`src/rtl/core_ctrl_pkg.sv`:
```
// Shared control-path types and constants for the pipeline sequencing logic.
package core_ctrl_pkg;

    typedef enum logic {
        RUN     = 1'b0,
        MD_WAIT = 1'b1
    } hz_state_t;

    localparam int REG_ZERO = 0;

    // addi x0, x0, 0 -- what a flushed pipeline register loads
    localparam logic [31:0] NOP_INSN = 32'h0000_0013;

endpackage

```
`src/rtl/sat_counter.sv`:
```
// Saturating up-counter with synchronous clear and async active-low reset.
module sat_counter #(
    parameter int W = 8
) (
    input  logic         clk,
    input  logic         rst_n,
    input  logic         clr,
    input  logic         en,
    output logic [W-1:0] cnt
);

    logic [W-1:0] cnt_q;
    logic [W-1:0] cnt_d;

    always_comb begin
        cnt_d = cnt_q;
        if (clr) begin
            cnt_d = '0;
        end else if (en && !(&cnt_q)) begin
            cnt_d = cnt_q + W'(1);
        end
    end

    always_ff @(posedge clk or negedge rst_n) begin
        if (!rst_n) begin
            cnt_q <= '0;
        end else begin
            cnt_q <= cnt_d;
        end
    end

    assign cnt = cnt_q;

endmodule

```
`src/rtl/hazard_ctrl.sv`:
```
// Pipeline sequencing: load-use bubble, taken-branch flush, mul/div freeze.
module hazard_ctrl
    import core_ctrl_pkg::*;
#(
    parameter int REG_W      = 5,
    parameter int MD_TIMEOUT = 64,
    parameter int CNT_W      = 32
) (
    input  logic             clk,
    input  logic             rst_n,
    input  logic [REG_W-1:0] id_rs1,
    input  logic [REG_W-1:0] id_rs2,
    input  logic             id_use_rs1,
    input  logic             id_use_rs2,
    input  logic [REG_W-1:0] ex_rd,
    input  logic             ex_mem_read,
    input  logic             ex_md_valid,
    input  logic             ex_branch_taken,
    input  logic             md_done,
    output logic             pc_en,
    output logic             if_id_en,
    output logic             id_ex_en,
    output logic             ex_mem_en,
    output logic             if_id_flush,
    output logic             id_ex_flush,
    output logic             ex_mem_flush,
    output logic             pc_redirect,
    output logic             md_start,
    output logic             md_timeout_err,
    output logic [CNT_W-1:0] stall_cycles
);

    localparam int TO_W = $clog2(MD_TIMEOUT) + 1;

    hz_state_t       state_q;
    hz_state_t       state_d;
    logic            err_q;
    logic            err_d;
    logic [TO_W-1:0] to_cnt;
    logic            to_en;
    logic            to_clr;
    logic            lu;
    logic            to_hit;

    always_comb begin
        lu = ex_mem_read && (ex_rd != REG_W'(REG_ZERO)) &&
             ((id_use_rs1 && (id_rs1 == ex_rd)) ||
              (id_use_rs2 && (id_rs2 == ex_rd)));
        to_hit = (to_cnt == TO_W'(MD_TIMEOUT - 1));
    end

    always_comb begin
        pc_en        = 1'b1;
        if_id_en     = 1'b1;
        id_ex_en     = 1'b1;
        ex_mem_en    = 1'b1;
        if_id_flush  = 1'b0;
        id_ex_flush  = 1'b0;
        ex_mem_flush = 1'b0;
        pc_redirect  = 1'b0;
        md_start     = 1'b0;
        state_d      = state_q;
        err_d        = err_q;
        to_en        = 1'b0;
        to_clr       = 1'b0;
        // Held reset forces the pass-through defaults regardless of inputs
        if (rst_n) begin
            unique case (state_q)
                RUN: begin
                    if (ex_branch_taken) begin
                        pc_redirect = 1'b1;
                        if_id_flush = 1'b1;
                        id_ex_flush = 1'b1;
                    end else if (ex_md_valid) begin
                        md_start     = 1'b1;
                        pc_en        = 1'b0;
                        if_id_en     = 1'b0;
                        id_ex_en     = 1'b0;
                        ex_mem_flush = 1'b1;
                        to_clr       = 1'b1;
                        state_d      = MD_WAIT;
                    end else if (lu) begin
                        pc_en       = 1'b0;
                        if_id_en    = 1'b0;
                        id_ex_flush = 1'b1;
                    end
                end
                MD_WAIT: begin
                    pc_en    = 1'b0;
                    if_id_en = 1'b0;
                    id_ex_en = 1'b0;
                    to_en    = 1'b1;
                    if (md_done) begin
                        state_d = RUN;
                        to_clr  = 1'b1;
                    end else begin
                        ex_mem_flush = 1'b1;
                        if (to_hit) begin
                            err_d   = 1'b1;
                            state_d = RUN;
                            to_clr  = 1'b1;
                        end
                    end
                end
                default: state_d = RUN;
            endcase
        end
    end

    always_ff @(posedge clk or negedge rst_n) begin
        if (!rst_n) begin
            state_q <= RUN;
            err_q   <= 1'b0;
        end else begin
            state_q <= state_d;
            err_q   <= err_d;
        end
    end

    sat_counter #(.W(TO_W)) u_to_cnt (
        .clk   (clk),
        .rst_n (rst_n),
        .clr   (to_clr),
        .en    (to_en),
        .cnt   (to_cnt)
    );

    sat_counter #(.W(CNT_W)) u_stall_cnt (
        .clk   (clk),
        .rst_n (rst_n),
        .clr   (1'b0),
        .en    (!pc_en),
        .cnt   (stall_cycles)
    );

    assign md_timeout_err = err_q;

endmodule

```
`config.mk`:
```
export PLATFORM = sky130hd
export DESIGN_NAME = hazard_ctrl
export DESIGN_NICKNAME = d
export VERILOG_FILES = /design/src/rtl/core_ctrl_pkg.sv /design/src/rtl/sat_counter.sv /design/src/rtl/hazard_ctrl.sv
export SDC_FILE = /design/constraint.sdc
export NUM_CORES = 1
export LEC_CHECK = 0
export BUFFER_PORTS_ARGS = -buffer_cell sky130_fd_sc_hd__buf_2
export CAP_MARGIN = 20
export CORE_MARGIN = 4
export CORE_UTILIZATION = 40
export CTS_CLUSTER_SIZE = 8
export DETAILED_ROUTE_END_ITERATION = 8
export REMOVE_ABC_BUFFERS = 1
export SYNTH_ARGS = -nofsm -noshare
export SYNTH_HDL_FRONTEND = slang
export SYNTH_HIERARCHICAL = 1
export SYNTH_SLANG_ARGS = --single-unit
export TNS_END_PERCENT = 20
```
`constraint.sdc`:
```
create_clock -name clk -period 2.8 [get_ports clk]
set_input_delay 0.28 -clock clk [delete_from_list [all_inputs] [get_ports clk]]
set_output_delay 0.28 -clock clk [all_outputs]
set_load 0.02 [all_outputs]
```
# Word-level counts from Yosys, hierarchy flattened
# Index checks and enable logic that the tools add are counted.
[word_totals]
output_inout_bits = 42
in_bits = 23
wordCells = 61
ff_bits = 41
[op_classes]
eq_ne = 3
mux = 35
n_reduce_logical = 15
addsub = 2
n_bitwise = 2
[op_table]
columns = ["op", "count"]
rows = [
  ["adder 32 x 1 -> 32 bit (second input constant)", 1],
  ["AND reduction 32 bit", 1],
  ["2-to-1 mux 1 bit", 28],
  ["2-to-1 mux 7 bit", 2],
  ["== test 5 bit", 2],
  ["case mux 1 bit (2 select lines)", 5],
  ["adder 7 x 1 -> 7 bit (second input constant)", 1],
  ["== test 7 x 6 -> 1 bit (second input constant)", 1],
  ["AND reduction 7 bit", 1],
  ["logical AND 1 bit", 6],
  ["nonzero test 5 bit", 1],
  ["AND reduction 4 bit", 1],
  ["logical NOT 1 bit", 3],
  ["NOT 1 bit", 2],
  ["nonzero test 2 bit", 1],
  ["logical OR 1 bit", 1],
]

# Logic depth before layout (Yosys ltp)
[depth]
word_depth = 11
ltp_mapped = 9
mapped_depth_nobuf = 9

# Hierarchy
# Netlist, hierarchy kept.
[modules_own_cells]
columns = ["module", "instances", "area_each_um2", "seq_area_each_um2", "cells_each"]
rows = [
  ["sat_counter at u_stall_cnt", 1, 1865.5, 800.8, 190],
  ["sat_counter at u_to_cnt", 1, 399.1, 175.2, 39],
  ["hazard_ctrl", 1, 351.6, 50.0, 47],
]

# Worst setup path after synthesis
# No wires, ideal clock.
[synth_timing]
path_kind = "input port to flip-flop"
start = "input port ex_rd[2]"
end = "register u_stall_cnt.cnt_q[30], in the netlist u_stall_cnt/cnt[30]"
slack_ns = 0.221
n_path_buf = 0
setup_ns = 0.077
cell_stages = 9
arrival_time_ns = 2.502
t_required_ns = 2.723
path_cell_list = "xor2_1 -> nor4_2 -> a32oi_1 -> o31ai_1 -> inv_1 -> nor4_4 -> nand4_2 -> or3_1 -> a21oi_1"
[synth_between]
elab_chain_cells = 11
elab_cells_between_ends = 15
classes_between = "eq/ne: 2; mux: 5; reduce/logical: 8"
[synth_rtl]
columns = ["item", "line_no", "rtl"]
rows = [
  ["start, declared", "hazard_ctrl.sv:15", "input logic [REG_W-1:0] ex_rd,"],
  ["== test 5 bit, on equally long branches", "hazard_ctrl.sv:47, hazard_ctrl.sv:48", ""],
  ["logical AND 1 bit, on equally long branches", "hazard_ctrl.sv:47, hazard_ctrl.sv:48", ""],
  ["logical OR 1 bit", "hazard_ctrl.sv:47", "((id_use_rs1 && (id_rs1 == ex_rd)) ||"],
  ["logical AND 1 bit *", "hazard_ctrl.sv:46", "lu = ex_mem_read && (ex_rd != REG_W'(REG_ZERO)) &&"],
  ["2-to-1 mux 1 bit *", "hazard_ctrl.sv:82", "end else if (lu) begin"],
  ["2-to-1 mux 1 bit *", "hazard_ctrl.sv:74", "end else if (ex_md_valid) begin"],
  ["2-to-1 mux 1 bit *", "hazard_ctrl.sv:70", "if (ex_branch_taken) begin"],
  ["case mux 1 bit (2 select lines) *", "hazard_ctrl.sv:68", "unique case (state_q)"],
  ["2-to-1 mux 1 bit *", "hazard_ctrl.sv:67", "if (rst_n) begin"],
  ["logical NOT 1 bit *", "hazard_ctrl.sv:132", ".en (!pc_en),"],
  ["logical AND 1 bit *", "sat_counter.sv:19", "end else if (en && !(&cnt_q)) begin"],
  ["end signal, assigned", "sat_counter.sv:28", "cnt_q <= cnt_d;"],
  ["end, declared", "sat_counter.sv:12", "logic [W-1:0] cnt_q;"],
]
# Mark *: on every way between the ends. The rest lies on a longest branch, timed or not.
# A chain may end at the register's enable or synchronous reset.

# Final worst setup path
[layout_timing]
start = "register u_stall_cnt.cnt_q[23], in the netlist u_stall_cnt/cnt[23]"
end = "register u_stall_cnt.cnt_q[1], in the netlist u_stall_cnt/cnt[1]"
[layout_between]
elab_chain_cells = 3
[layout_rtl]
columns = ["item", "line_no"]
rows = [
  ["AND reduction 32 bit", "sat_counter.sv:19"],
  ["logical NOT 1 bit", "sat_counter.sv:19"],
  ["logical AND 1 bit", "sat_counter.sv:19"],
]
# No other way between the ends.

==> summary.txt <==
Run status
  – Status: complete, no violations

Global route
  – Gr usage total: ~17%
  – First-pass GRT wire length: 10800 microns
  – GRT overflow: 0
  – Vias in the first global route: about 2.4k
  – Pin count of the biggest net entering global routing: 38
  – Initial antenna violation count: 0

STA
  – Actual slew at the worst max-slew pin: between 0.8 and 0.9 ns
  – Setup tns final: 0 ns
  – Hold Violations, Final: 0
  – Slew headroom: between 40% and 50%
  – Post-route minimum period: 2.60 ns
  – Final slew viol count: 0
  – Hold slack: ~0.33 ns
  – Fmax: about 380 MHz
  – Final setup violating endpoints: 0
  – Final Cycle Share: 92.8%
  – RSZ-0062 raised after global routing: false
  – Final Skew: between 0.007 and 0.008 ns

Synthesis
  – Async SR Flop Fraction: 100%
  – Top post-synthesis cells by area: dfrtp_1, xor2_1, or4_1, a21oi_1, o31ai_1
  – Syn_area_per_cell: about 9.5 sq um
  – Register area share after synthesis: approximately two fifths
  – Gate Count Post-Synth: between 200 and 300
  – Area share of fa/ha/maj cells after synthesis: 0.956%
  – Mux contribution to synthesized area: approximately 1.9%
  – Post-Synth XOR/XNOR Area: around 6.0%
  – Synth Flop Type: dfrtp_1
  – Synth warnings: 6
  – Largest family of logic cells by synthesized area: simple AND/OR/NAND/NOR gates
  – Largest area contributor in the netlist: dfrtp_1
  – Post-synth top area share: about two fifths
  – Number of flops mapped to enable cells by yosys: 0
  – Synth Cell Area: 2620 sq um
  – Simple-gate area share of the yosys netlist: ~29%
  – Synth Area in Compound Gates: about 18%
  – Seq cells post-synth: 41
  – Cell variety after synth: 54

Critical path
  – Crit path launch type: flip-flop
  – Worst Reg-to-Reg Cells: 7
  – R2R setup slack: ~0.20 ns
  – Crit. End Element: flip-flop
  – Required time worst endpoint: around 3 ns
  – Crit-path cells: and4_1, nand4_4, o41ai_4, buf_4, buf_4, mux2i_1, nor2_1
  – CP Max Fanout: 17
  – WP data arrival: about 2.8 ns
  – Crit Path Category: reg2reg
  – Slowest CP cell: o41ai_4
  – Most used cell, CP: buf_4
  – Crit-path max cell delay: 0.85 ns

Detailed routing
  – Top layer in use: met4
  – DR iter-0 viols: ~140
  – Final WL: approximately 6300 microns
  – DRT met1 WL: between 2000 and 3000 microns
  – DR vias: approximately 2.4k
  – Vias per std cell: 5.52
  – Final ANT Viol Nets: 0
  – WL met3: ~360 microns
  – DRC: 0
  – Met2 WL: about 2900 microns
  – TritonRoute pass-1 iters: 4
  – Detailed-route wire length per cell: between 10 and 15 microns

Power
  – Internal: 0.868 mW
  – Switch Pwr: 0.351 mW
  – Net Sw Frac: between 20 and 30%
  – Clock power frac: between 30% and 40%
  – Total power: 1.22 mW
  – Reg power frac: roughly 52%
  – Gate power share: about 17%
  – Max IR drop VDD: 0.275 mV
  – PwrDens: about 390 nW/um^2
  – P_leak: approximately 1.5 nW

Clocking
  – Cts bufs inserted: 5
  – CTS tree: done
  – Clk root buf: clkbuf_8
  – # hold bufs at CTS: 1
  – Clock Pin Slew Worst Setup and Hold Paths: about 0.080 ns
  – CTS Buffer Depth: 2
  – Clk Latency, worst-skew pair: approximately 0.3 ns
  – Clock sink count: a little over 40
  – Post_cts resized: 0
  – H-tree levels: 2
  – Post-CTS Setup Bufs: 0

Floorplan
  – Die ar.: between 7000 and 8000 sq um
  – Die Y: around 89 microns
  – Die X: 88.9 microns
  – Site Rows: 29
  – Core ar.: approximately 6300 sq um
  – # IOs: between 60 and 70
  – Initial core utilization: about 40%

Cells and area
  – Multi-input gate area: 1480 sq um
  – Fillers: 627
  – FF+latch area: ~1000 sq um
  – Final nets: about 380
  – Diode count: 0
  – Area Overhead vs Synth: 20.9%
  – Share of cells above drive strength 1: ~29%
  – Post-Layout Cell Count: 432
  – Post-route cell area: about 3200 sq um

Placed design
  – Post-DP HPWL: 4620 microns
  – GPL Wtd Cong: ~0.77
  – PortBufs: 63
  – Cells after DPL: 423
  – Dpl cell area: 3070 sq um

Flow run
  – Reported max-cap violation count: 0

Min path
  – Worst Hold Depth: 3
  – Tightest Hold Check Type: in2reg
## cells in the mapped netlist (all sizes together), types with 2 or more instances
cell type	count
nor3	3
xnor2	4
a31oi	3
and4	7
or3	8
nor2	17
dfrtp	41
o21ai	14
or2	2
buf	9
nor2b	4
nand2b	3
clkbuf	4
nor4	6
a211oi	3
nand3	12
xor2	14
and3	9
mux2i	2
o41ai	4
o31ai	11
conb	2
o2111ai	4
nand4	6
mux2	2
nand2	19
a21oi	21
inv	12
and2	3
ha	2
or4	16
o211ai	2
a21o	2
## worst paths after layout
path,endpoint,start
setup / recovery,u_stall_cnt/cnt[1],u_stall_cnt/cnt[23]
max in group asynchronous,u_stall_cnt/cnt[6],rst_n
hold / removal,md_timeout_err,md_done
min in group asynchronous,md_timeout_err,rst_n
setup reg to reg,u_stall_cnt/cnt[1],u_stall_cnt/cnt[23]
hold reg to reg,md_timeout_err,md_timeout_err
## cell families (layout without fill, tap and decap cells)
logic type      after synthesis  count (layout)
simple gates                117             117
compound gates               67              67
flops                        41              41
buf+inv                      25              98
xor+xnor                     18              18
mux                           4               4
fa+ha+maj                     2               2
other cells                   2               8
## per-stage QoR
stage / util (%) / worst slack, ns
after floorplan: - / 0.0815
after global placement: 48.4 / 0.0773
after detailed placement: 48.4 / 0.0580
after CTS: 49.8 / 0.199
after global routing: 49.8 / 0.0232
final: 49.8 / 0.201
## layout by cell type (no fill, tap or decap), drive strengths merged, types with 2 or more instances in the layout
master	instances
and2	3
mux2i	2
a21oi	21
a21o	2
nor4	6
o41ai	4
or4	16
nor3	3
inv	12
buf	77
or2	2
o31ai	11
o21ai	14
nand4	6
xnor2	4
conb	8
ha	2
nor2b	4
nand3	12
o211ai	2
nor2	17
o2111ai	4
nand2	19
dfrtp	41
and3	9
xor2	14
a211oi	3
or3	8
a31oi	3
clkinv	2
mux2	2
nand2b	3
clkbuf	6
and4	7
## state kept, by name (all words and copies together), names as in the netlist
name and flops:
md_timeout_err 1, state_q 1, u_to_cnt/cnt 7, u_stall_cnt/cnt 32
## routing by layer
metal	global-route usage (%)	vias up
met5	0	-
met2	28.5	60
met4	5.49	0
met3	3.72	7
met1	22.3	1127
li1	-	1189
## final cells by class
| type | instances | share of cell area [%] |
|---|---|---|
| timing repair buffer | 78 | 13.6 |
| multi-input combinational | 216 | 46.9 |
| clock inverter | 2 | 0.316 |
| clock buffer | 6 | 2.29 |
| inverter | 12 | 1.42 |
| sequential | 41 | 32.4 |
| tap | 77 | 3.05 |
## power by group through the flow
stage	clock, mW	sequential, mW	combinational, mW
5_1_grt	0.417	0.642	0.230
3_3_place_gp	0	0.647	0.198
6_report	0.381	0.636	0.203
2_1_floorplan	0	0.645	0.122
4_1_cts	0.393	0.636	0.203
3_5_place_dp	0	0.648	0.201
## worst max-delay path, delay by kind of cell (launching register included)
family,cells,cell delay [ns]
AOI/OAI and AO/OA,1,0.85
buffers and inverters,2,0.46
DFF,1,0.46
muxes,1,0.17
and+or+nand+nor,3,0.55
(Power assumes the default switching activity.)
